### src/rtl/result_ser_pkg.sv
`default_nettype none
// ============================================================================
// Module      : result_ser_pkg
// Description : Shared types, default sizes and the parity helper for the
//               result serializer and its FIFO.
// Revision    : 1.0 - initial release
// ============================================================================
package result_ser_pkg;

    localparam int W_DEF          = 12;
    localparam int DEPTH_DEF      = 4;
    localparam int BIT_CYC_DEF    = 4;
    localparam int FRAME_BITS_DEF = W_DEF + 3;

    // Serial framer states: start bit, data bits, parity bit, stop bit
    typedef enum logic [2:0] {
        ST_IDLE   = 3'd0,
        ST_START  = 3'd1,
        ST_DATA   = 3'd2,
        ST_PARITY = 3'd3,
        ST_STOP   = 3'd4
    } ser_state_e;

    // Even parity over a zero-extended word (XOR of all bits)
    function automatic logic even_parity(input logic [31:0] d);
        return ^d;
    endfunction

endpackage
`default_nettype wire

### src/rtl/result_fifo.sv
`default_nettype none
// ============================================================================
// Module      : result_fifo
// Description : Synchronous FIFO with extra-bit wrapping pointers. The head
//               entry is presented combinationally on dout; full/empty are
//               decoded from the registered pointers only.
// Revision    : 1.0 - initial release
// ============================================================================
module result_fifo #(
    parameter int W     = 12,
    parameter int DEPTH = 4
) (
    input  logic         clk,
    input  logic         rst_n,
    input  logic         push,
    input  logic         pop,
    input  logic [W-1:0] din,
    output logic [W-1:0] dout,
    output logic         full,
    output logic         empty
);

    localparam int AW = $clog2(DEPTH);

    logic [AW:0]  wr_ptr_q, wr_ptr_d;
    logic [AW:0]  rd_ptr_q, rd_ptr_d;
    logic [W-1:0] mem_q [DEPTH];

    // Pointer advance; the caller never pushes into a full FIFO without a pop
    always_comb begin
        wr_ptr_d = wr_ptr_q + {{AW{1'b0}}, push};
        rd_ptr_d = rd_ptr_q + {{AW{1'b0}}, pop};
    end

    // Pointer registers, cleared on reset (which also discards the contents)
    always_ff @(posedge clk) begin
        if (!rst_n) begin
            wr_ptr_q <= '0;
            rd_ptr_q <= '0;
        end else begin
            wr_ptr_q <= wr_ptr_d;
            rd_ptr_q <= rd_ptr_d;
        end
    end

    // Storage write; when full with a simultaneous pop the freed head slot is reused
    always_ff @(posedge clk) begin
        if (push) begin
            mem_q[wr_ptr_q[AW-1:0]] <= din;
        end
    end

    assign dout  = mem_q[rd_ptr_q[AW-1:0]];
    assign empty = (wr_ptr_q == rd_ptr_q);
    assign full  = (wr_ptr_q[AW] != rd_ptr_q[AW]) &&
                   (wr_ptr_q[AW-1:0] == rd_ptr_q[AW-1:0]);

endmodule
`default_nettype wire

### src/rtl/result_serializer.sv
`default_nettype none
// ============================================================================
// Module      : result_serializer
// Description : Captures strobed results into a FIFO and ships each one as a
//               framed (start, MSB-first data, even parity, stop) serial word
//               on a registered line. Counts results lost to overflow.
// Revision    : 1.0 - initial release
// ============================================================================
module result_serializer
    import result_ser_pkg::*;
#(
    parameter int W       = W_DEF,
    parameter int DEPTH   = DEPTH_DEF,
    parameter int BIT_CYC = BIT_CYC_DEF
) (
    input  logic         clk,
    input  logic         rst_n,
    input  logic [W-1:0] y_in,
    input  logic         y_vld,
    output logic         tx,
    output logic         busy,
    output logic         empty,
    output logic         full,
    output logic [7:0]   drop_cnt
);

    localparam int BCW = (BIT_CYC > 1) ? $clog2(BIT_CYC) : 1;
    localparam int DCW = (W > 1) ? $clog2(W) : 1;
    localparam logic [BCW-1:0] BIT_LAST  = BCW'(BIT_CYC - 1);
    localparam logic [DCW-1:0] DATA_LAST = DCW'(W - 1);

    ser_state_e     state_q, state_d;
    logic [BCW-1:0] bit_cnt_q, bit_cnt_d;
    logic [DCW-1:0] data_cnt_q, data_cnt_d;
    logic [W-1:0]   shift_q, shift_d;
    logic           par_q, par_d;
    logic           tx_q, tx_d;
    logic [7:0]     drop_cnt_q, drop_cnt_d;

    logic           fifo_push;
    logic           fifo_pop;
    logic [W-1:0]   fifo_head;
    logic           fifo_full;
    logic           fifo_empty;
    logic           drop;
    logic           bit_last;

    result_fifo #(
        .W     (W),
        .DEPTH (DEPTH)
    ) u_fifo (
        .clk   (clk),
        .rst_n (rst_n),
        .push  (fifo_push),
        .pop   (fifo_pop),
        .din   (y_in),
        .dout  (fifo_head),
        .full  (fifo_full),
        .empty (fifo_empty)
    );

    // Write acceptance: a pop in the same cycle frees a slot even when full
    always_comb begin
        fifo_push  = y_vld && (!fifo_full || fifo_pop);
        drop       = y_vld && fifo_full && !fifo_pop;
        drop_cnt_d = drop_cnt_q;
        if (drop && (drop_cnt_q != 8'hFF)) begin
            drop_cnt_d = drop_cnt_q + 8'd1;
        end
    end

    // Framer next-state, counters, shift register and next line value
    always_comb begin
        state_d    = state_q;
        bit_cnt_d  = bit_cnt_q;
        data_cnt_d = data_cnt_q;
        shift_d    = shift_q;
        par_d      = par_q;
        fifo_pop   = 1'b0;
        bit_last   = (bit_cnt_q == BIT_LAST);

        case (state_q)
            ST_IDLE: begin
                if (!fifo_empty) begin
                    fifo_pop   = 1'b1;
                    shift_d    = fifo_head;
                    par_d      = even_parity(32'(fifo_head));
                    state_d    = ST_START;
                    bit_cnt_d  = '0;
                    data_cnt_d = '0;
                end
            end
            ST_START: begin
                if (bit_last) begin
                    state_d   = ST_DATA;
                    bit_cnt_d = '0;
                end else begin
                    bit_cnt_d = bit_cnt_q + 1'b1;
                end
            end
            ST_DATA: begin
                if (bit_last) begin
                    bit_cnt_d = '0;
                    if (data_cnt_q == DATA_LAST) begin
                        state_d    = ST_PARITY;
                        data_cnt_d = '0;
                    end else begin
                        shift_d    = {shift_q[W-2:0], 1'b0};
                        data_cnt_d = data_cnt_q + 1'b1;
                    end
                end else begin
                    bit_cnt_d = bit_cnt_q + 1'b1;
                end
            end
            ST_PARITY: begin
                if (bit_last) begin
                    state_d   = ST_STOP;
                    bit_cnt_d = '0;
                end else begin
                    bit_cnt_d = bit_cnt_q + 1'b1;
                end
            end
            ST_STOP: begin
                if (bit_last) begin
                    bit_cnt_d  = '0;
                    data_cnt_d = '0;
                    // Chain straight into the next frame when work is queued
                    if (!fifo_empty) begin
                        fifo_pop = 1'b1;
                        shift_d  = fifo_head;
                        par_d    = even_parity(32'(fifo_head));
                        state_d  = ST_START;
                    end else begin
                        state_d  = ST_IDLE;
                    end
                end else begin
                    bit_cnt_d = bit_cnt_q + 1'b1;
                end
            end
            default: begin
                state_d    = ST_IDLE;
                bit_cnt_d  = '0;
                data_cnt_d = '0;
            end
        endcase

        // Line value follows the state being entered so tx aligns with state_q
        case (state_d)
            ST_START:  tx_d = 1'b0;
            ST_DATA:   tx_d = shift_d[W-1];
            ST_PARITY: tx_d = par_d;
            default:   tx_d = 1'b1;
        endcase
    end

    // State and datapath registers; reset aborts any frame and idles the line
    always_ff @(posedge clk) begin
        if (!rst_n) begin
            state_q    <= ST_IDLE;
            bit_cnt_q  <= '0;
            data_cnt_q <= '0;
            shift_q    <= '0;
            par_q      <= 1'b0;
            tx_q       <= 1'b1;
            drop_cnt_q <= 8'd0;
        end else begin
            state_q    <= state_d;
            bit_cnt_q  <= bit_cnt_d;
            data_cnt_q <= data_cnt_d;
            shift_q    <= shift_d;
            par_q      <= par_d;
            tx_q       <= tx_d;
            drop_cnt_q <= drop_cnt_d;
        end
    end

    assign tx       = tx_q;
    assign busy     = (state_q != ST_IDLE);
    assign empty    = fifo_empty;
    assign full     = fifo_full;
    assign drop_cnt = drop_cnt_q;

endmodule
`default_nettype wire

### config.mk
export PLATFORM = sky130hd
export DESIGN_NAME = result_serializer
export DESIGN_NICKNAME = d
export VERILOG_FILES = /design/src/rtl/result_ser_pkg.sv /design/src/rtl/result_fifo.sv /design/src/rtl/result_serializer.sv
export SDC_FILE = /design/constraint.sdc
export NUM_CORES = 1
export LEC_CHECK = 0
export CORE_UTILIZATION = 50
export DETAILED_ROUTE_END_ITERATION = 8
export GPL_TIMING_DRIVEN = 0
export PLACE_DENSITY_LB_ADDON = 0.1
export SKIP_LAST_GASP = 1
export SLEW_MARGIN = 20
export SYNTH_ARGS = -nofsm -noshare
export SYNTH_HDL_FRONTEND = slang
export SYNTH_SLANG_ARGS = --single-unit
### constraint.sdc
create_clock -name clk -period 5.1 [get_ports clk]
set_input_delay 1.02 -clock clk [delete_from_list [all_inputs] [get_ports clk]]
set_output_delay 1.02 -clock clk [all_outputs]
set_load 0.05 [all_outputs]
# Word-level counts from Yosys, hierarchy flattened
# Memories as Yosys holds them, arrays and structs flattened. A register that Yosys moved wholly into a read port is not among the register bits.
# Cells that the tools add are included.
[classes]
n_addsub = 5
n_eq_ne = 17
mux = 31
n_bitwise = 1
n_reduce_logical = 16
[op_table]
columns = ["operator", "count"]
rows = [
  ["12-bit two-way mux", 4],
  ["12-bit one-hot mux with 3 select lines", 1],
  ["32-bit XOR reduction", 1],
  ["3-bit two-way mux", 6],
  ["4-bit two-way mux", 4],
  ["4-bit one-hot mux with 4 select lines", 1],
  ["3-bit one-hot mux with 5 select lines", 1],
  ["3-bit by 2-bit == test with 1-bit output, second input constant", 4],
  ["8-bit by 1-bit adder with 8-bit output, second input constant", 1],
  ["2-bit != test, second input constant", 4],
  ["8-bit != test, second input constant", 1],
  ["4-bit AND reduction", 2],
  ["1-bit two-way mux", 7],
  ["3-bit by 1-bit adder with 3-bit output", 2],
  ["3-bit by 1-bit == test with 1-bit output, second input constant", 2],
  ["2-bit two-way mux", 3],
  ["3-bit nonzero test", 2],
  ["1-bit logical AND", 5],
  ["4-bit by 1-bit adder with 4-bit output, second input constant", 1],
  ["4-bit == test, second input constant", 1],
  ["1-bit one-hot mux with 2 select lines", 2],
  ["2-bit one-hot mux with 2 select lines", 1],
  ["4-bit OR reduction", 1],
  ["3-bit == test", 1],
  ["11 further kinds", 12],
]
[totals]
register_bits = 37
ramBits = 48
in_bits = 15
output_inout_bits = 12
elab_cells = 81
memories = 1
[memory_table]
columns = ["name", "depth", "width", "read_ports", "rd_clocked_by_memory_dff", "write_ports", "line_no", "text"]
rows = [
  ["u_fifo.mem_q", 4, 12, 1, 1, 1, "result_fifo.sv:27", "logic [W-1:0] mem_q [DEPTH];"],
]

# Longest topological paths before layout
[depth]
word_depth = 8
ltp_mapped = 10
depth_no_buf = 9

# Cells and area by module
# A second synthesis with hierarchy kept.
[unflattened]
hier_cells = 286
area_unflattened_um2 = 3688.5
[modules_own_cells]
columns = ["mod", "n_inst", "cells_each", "area_per_inst_um2", "seq_area_each_um2"]
rows = [
  ["result_fifo", 1, 90, 2033.2, 1561.5],
  ["result_serializer", 1, 196, 1655.3, 620.6],
]

# Worst setup path after synthesis
# OpenSTA, ideal clock, no wires.
[synth_path]
kind = "reg2reg"
from = "reg bit_cnt_q[0]"
to = "mem u_fifo.mem_q[2][0], enable pin"
arrival_time_ns = 2.310
t_required_ns = 4.701
setup_slack_ns = 2.391
stages_incl_launch_ff = 7
n_path_buf = 1
synth_period_minus_slack_ns = 2.709
path_cell_list = "dfxtp_1 > ha_1 > clkbuf_1 > nor2b_1 > o2111ai_2 > nand2_1 > nor3b_1"
[synth_via]
elab_chain_cells = 7
[synth_rtl]
columns = ["item", "line_no", "text"]
rows = [
  ["start, declared", "result_serializer.sv:33", "logic [BCW-1:0] bit_cnt_q, bit_cnt_d;"],
  ["start signal, assigned", "result_serializer.sv:168", "bit_cnt_q <= bit_cnt_d;"],
  ["2-bit == test", "result_serializer.sv:80", "bit_last = (bit_cnt_q == BIT_LAST);"],
  ["1-bit two-way mux", "result_serializer.sv:124", "if (bit_last) begin"],
  ["1-bit one-hot mux with 2 select lines", "result_serializer.sv:82", "case (state_q)"],
  ["1-bit logical OR", "result_serializer.sv:64", "fifo_push = y_vld && (!fifo_full || fifo_pop);"],
  ["1-bit logical AND", "result_serializer.sv:64", ""],
  ["1-bit two-way mux", "result_fifo.sv:48", "if (push) begin"],
  ["1-bit two-way mux (implied by the code)", "result_fifo.sv:49", "mem_q[wr_ptr_q[AW-1:0]] <= din;"],
  ["end, declared", "result_fifo.sv:27", ""],
]
# No other way between the ends.

# Worst setup path after layout
[layout_path]
from = "reg u_fifo.rd_ptr_q[1]"
to = "out empty"
[layout_via]
elab_chain_cells = 1
[layout_rtl]
columns = ["item", "line_no", "text"]
rows = [
  ["start, declared", "result_fifo.sv:26", "logic [AW:0] rd_ptr_q, rd_ptr_d;"],
  ["start signal, assigned", "result_fifo.sv:42", "rd_ptr_q <= rd_ptr_d;"],
  ["3-bit == test", "result_fifo.sv:54", "assign empty = (wr_ptr_q == rd_ptr_q);"],
  ["end, declared", "result_serializer.sv:22", "output logic empty,"],
]
# No other way between the ends.

==> key figures <==
Status
  – Status: finished, final reports clean

Routing
  – 1st-iter DRT viols: 193
  – Via-per-instance ratio: 5.56
  – Detailed Route WL: 6870 microns
  – DR pass1 iterations: 4
  – Vias: ~2300
  – Post-DRT Antenna Nets: 0
  – DRC viols: 0
  – WL/cell: between 15 and 20 microns

Global routing
  – Initial antenna violation count: 0
  – Gr usage total: just under 20%
  – First-pass GRT wire length: between 10000 and 15000 microns
  – Largest net degree at the start of global routing: 16
  – Total gr overflow: 0
  – Number of global-route vias before repair: 2244

STA
  – Worst clock skew: 0.0146 ns
  – Final min period: 3.48 ns
  – Max Clk Rate: roughly 0.29 GHz
  – RSZ-0062 raised after global routing: no
  – Setup TNS: 0 ns
  – Final period util: 68.3%
  – Hold Vio Cnt, Final: 0
  – Worst slew pin tran: between 0.7 and 0.8 ns
  – Rel. slew slack: 50.2%
  – Final setup viols: 0
  – Slew Viols, Final: 0

Synth
  – Syn avg cell area: 13.4 sq um
  – Post-synth EDFFs: 48
  – Yosys cell types: 45
  – Yosys reg bits: 85
  – Synthesized area: 3680 sq um
  – Main flop type after synthesis: edfxtp_1
  – Ys async rst share: 0%
  – Mapped Nets: 296
  – Ys Warns: 0
  – Post-synthesis sequential area ratio: 59.2%
  – Post-Syn Instances: 274

Place
  – HPWL Detailed: 4810 microns
  – RD Place Congestion: 0.792
  – Placed inst area: 4080 sq um
  – IO Port Bufs: 25

Worst setup path
  – Critical path endpoint category: primary output
  – CP delay by family, top: buffers and inverters
  – Worst path depth: 3
  – CP bufs+invs: 1
  – Critical path class: flop to primary output
  – Critical Path Start Type: flop
  – Crit path from: u_fifo.rd_ptr_q[1]$_SDFF_PN0_
  – Crit path DAT: approximately 2.5 ns
  – Critical Path RT: approximately 4.1 ns
  – Crit-path slowest cell: clkdlybuf4s50_1
  – Worst reg2reg path depth: 8
  – Critical Path Max Stage Delay: between 0.8 and 0.9 ns
  – Crit Path Max Fanout: 7
  – Worst reg2reg path startpoint: bit_cnt_q[0]$_SDFFE_PN0N_
  – Worst-path cell chain: xnor2_1, and3_1, clkdlybuf4s50_1

CTS
  – Cts hold-fix bufs: 0
  – PostCTS Resize Cnt: 0
  – H-Tree Depth: 3
  – Num CTS Buffers: 9
  – Worst-Skew Late Latency: 0.36 ns
  – Reg clk slew, reported paths: 0.09 ns
  – CTS tree: yes
  – Clk buf depth: 2
  – Post-CTS Setup Repair Bufs: 0
  – CTS sink cnt: 85
  – Root Buffer: clkbuf_8

Floorplanning
  – Die Wd: roughly 88 microns
  – Placeable Area: 6940 sq um
  – DIE AREA: approximately 7700 sq um
  – Starting Density: 53.1%
  – Die Span Y: 87.8 microns
  – I/O Pins: 27
  – Std cell rows: 30

Power
  – Peak supply drop: about 210 uV
  – Gate power share: 32.1%
  – Clock power frac: between 20% and 30%
  – Pleak: about 0.0015 uW
  – Switching part of the total power: 32.1%
  – Int Pwr: 1270 uW
  – Seq pwr share: 45.1%
  – Power Density: 441 nW/um^2
  – Switching power: 602 uW

Layout
  – Fillers: 559
  – Layout cells sized above 1: 11.7%
  – Fin area: 4260 sq um
  – ANT cells: 0
  – Most common cell after layout, fill and taps aside: edfxtp_1
  – Commonest non-fill, non-tap cells in the layout: 48 x edfxtp_1, 37 x dfxtp_1, 25 x clkdlybuf4s50_1
  – Net count reported at finish: 334
  – Synthesis-to-layout area growth: 15.5%

Flow run
  – # Max-Cap Violations: 0

Hold path
  – Hold Path Depth: 1
  – Min-Delay Path Class: flop to flop
  – Worst Hold Launch: data_cnt_q[3]$_SDFFE_PN0P_
## power groups by stage
stage	registers (uW)	clock network, uW	logic, uW
2_1_floorplan	858	0	459
3_3_place_gp	858	0	596
3_5_place_dp	861	0	609
4_1_cts	845	437	608
5_1_grt	855	467	657
6_report	846	428	602
## registers in the layout (all words and copies together), names as in the netlist
register	flops
state_q	3
bit_cnt_q	2
data_cnt_q	4
shift_q	12
drop_cnt	8
u_fifo.rd_ptr_q	3
u_fifo.mem_q	48
par_q	1
tx	1
u_fifo.wr_ptr_q	3
## Yosys cell counts, drive strengths merged, types with 2 or more instances
library cell	instances	share of area [%]
or2	2	0.34
inv	6	0.61
and2	15	2.5
a222oi	11	3.0
buf	6	0.98
o22ai	2	0.34
xnor2	13	3.3
a21boi	6	1.2
mux4	12	7.9
o21ai	8	1.1
and3	4	0.68
xor2	10	2.4
dfxtp	37	20
a21oi	3	0.41
a31oi	4	0.68
a22oi	2	0.41
nor3b	4	0.81
ha	7	2.4
edfxtp	48	39
nor4	4	0.68
nor2b	15	2.5
nor3	6	1.1
nand3	7	0.95
nor2	10	1.0
clkbuf	7	0.71
nand2	12	1.2
## worst paths after layout
| kind | to | slack (ns) |
|---|---|---|
| min reg2reg | data_cnt_q[3]$_SDFFE_PN0P_ | 0.48 |
| max | empty | 1.62 |
| max reg2reg | u_fifo.mem_q[1][3]$_DFFE_PP_ | 2.32 |
| min | data_cnt_q[3]$_SDFFE_PN0P_ | 0.48 |
## per-layer routing
layer  part of all wire [%]  wire length (microns)  vias to the layer above  global-route usage (%)
met5                      0                      0                        -                       0
met4                   0.89                     61                        0                    6.26
met3                    3.3                    225                        6                    5.09
met2                     48                   3260                       29                    31.3
met1                     48                   3320                     1135                    26.8
li1                       -                      -                     1126                       -
## stage by stage
| stage | instances | utilization (%) | setup slack, ns | power (uW) | hold slack (ns) |
|---|---|---|---|---|---|
| after detailed placement | 397 | 58.8 | 1.98 | 1470 | 0.463 |
| after global placement | 395 | 58.4 | 1.50 | 1450 | 0.459 |
| after global routing | 413 | 61.3 | 1.52 | 1980 | 0.499 |
| final | 413 | 61.3 | 1.62 | 1880 | 0.476 |
| after floorplan | 274 | - | 2.39 | 1320 | 0.439 |
| after CTS | 413 | 61.3 | 1.59 | 1890 | 0.481 |
## logic make-up after synthesis
group	after synthesis	share of synthesized area, %
multiplexers	12	7.95
flip-flops	85	59.2
buffers and inverters	19	2.31
AND/OR/NAND/NOR	84	13.0
XOR/XNOR	24	6.28
adder cells (fa/ha/maj)	7	2.38
AO/OA/AOI/OAI	43	8.86
## cell type report
type                       count  area [sq um]  area share (%)
buffer                        13          62.6            1.47
clock buffer                  10           128            3.00
timing repair buffer          27           265            6.23
sequential                    85          2180            51.3
multi-input combinational    170          1430            33.6
clock inverter                 6          46.3            1.09
tap                           96           120            2.82
inverter                       6          22.5           0.529
Note: power is estimated with default switching activity, not from simulation.
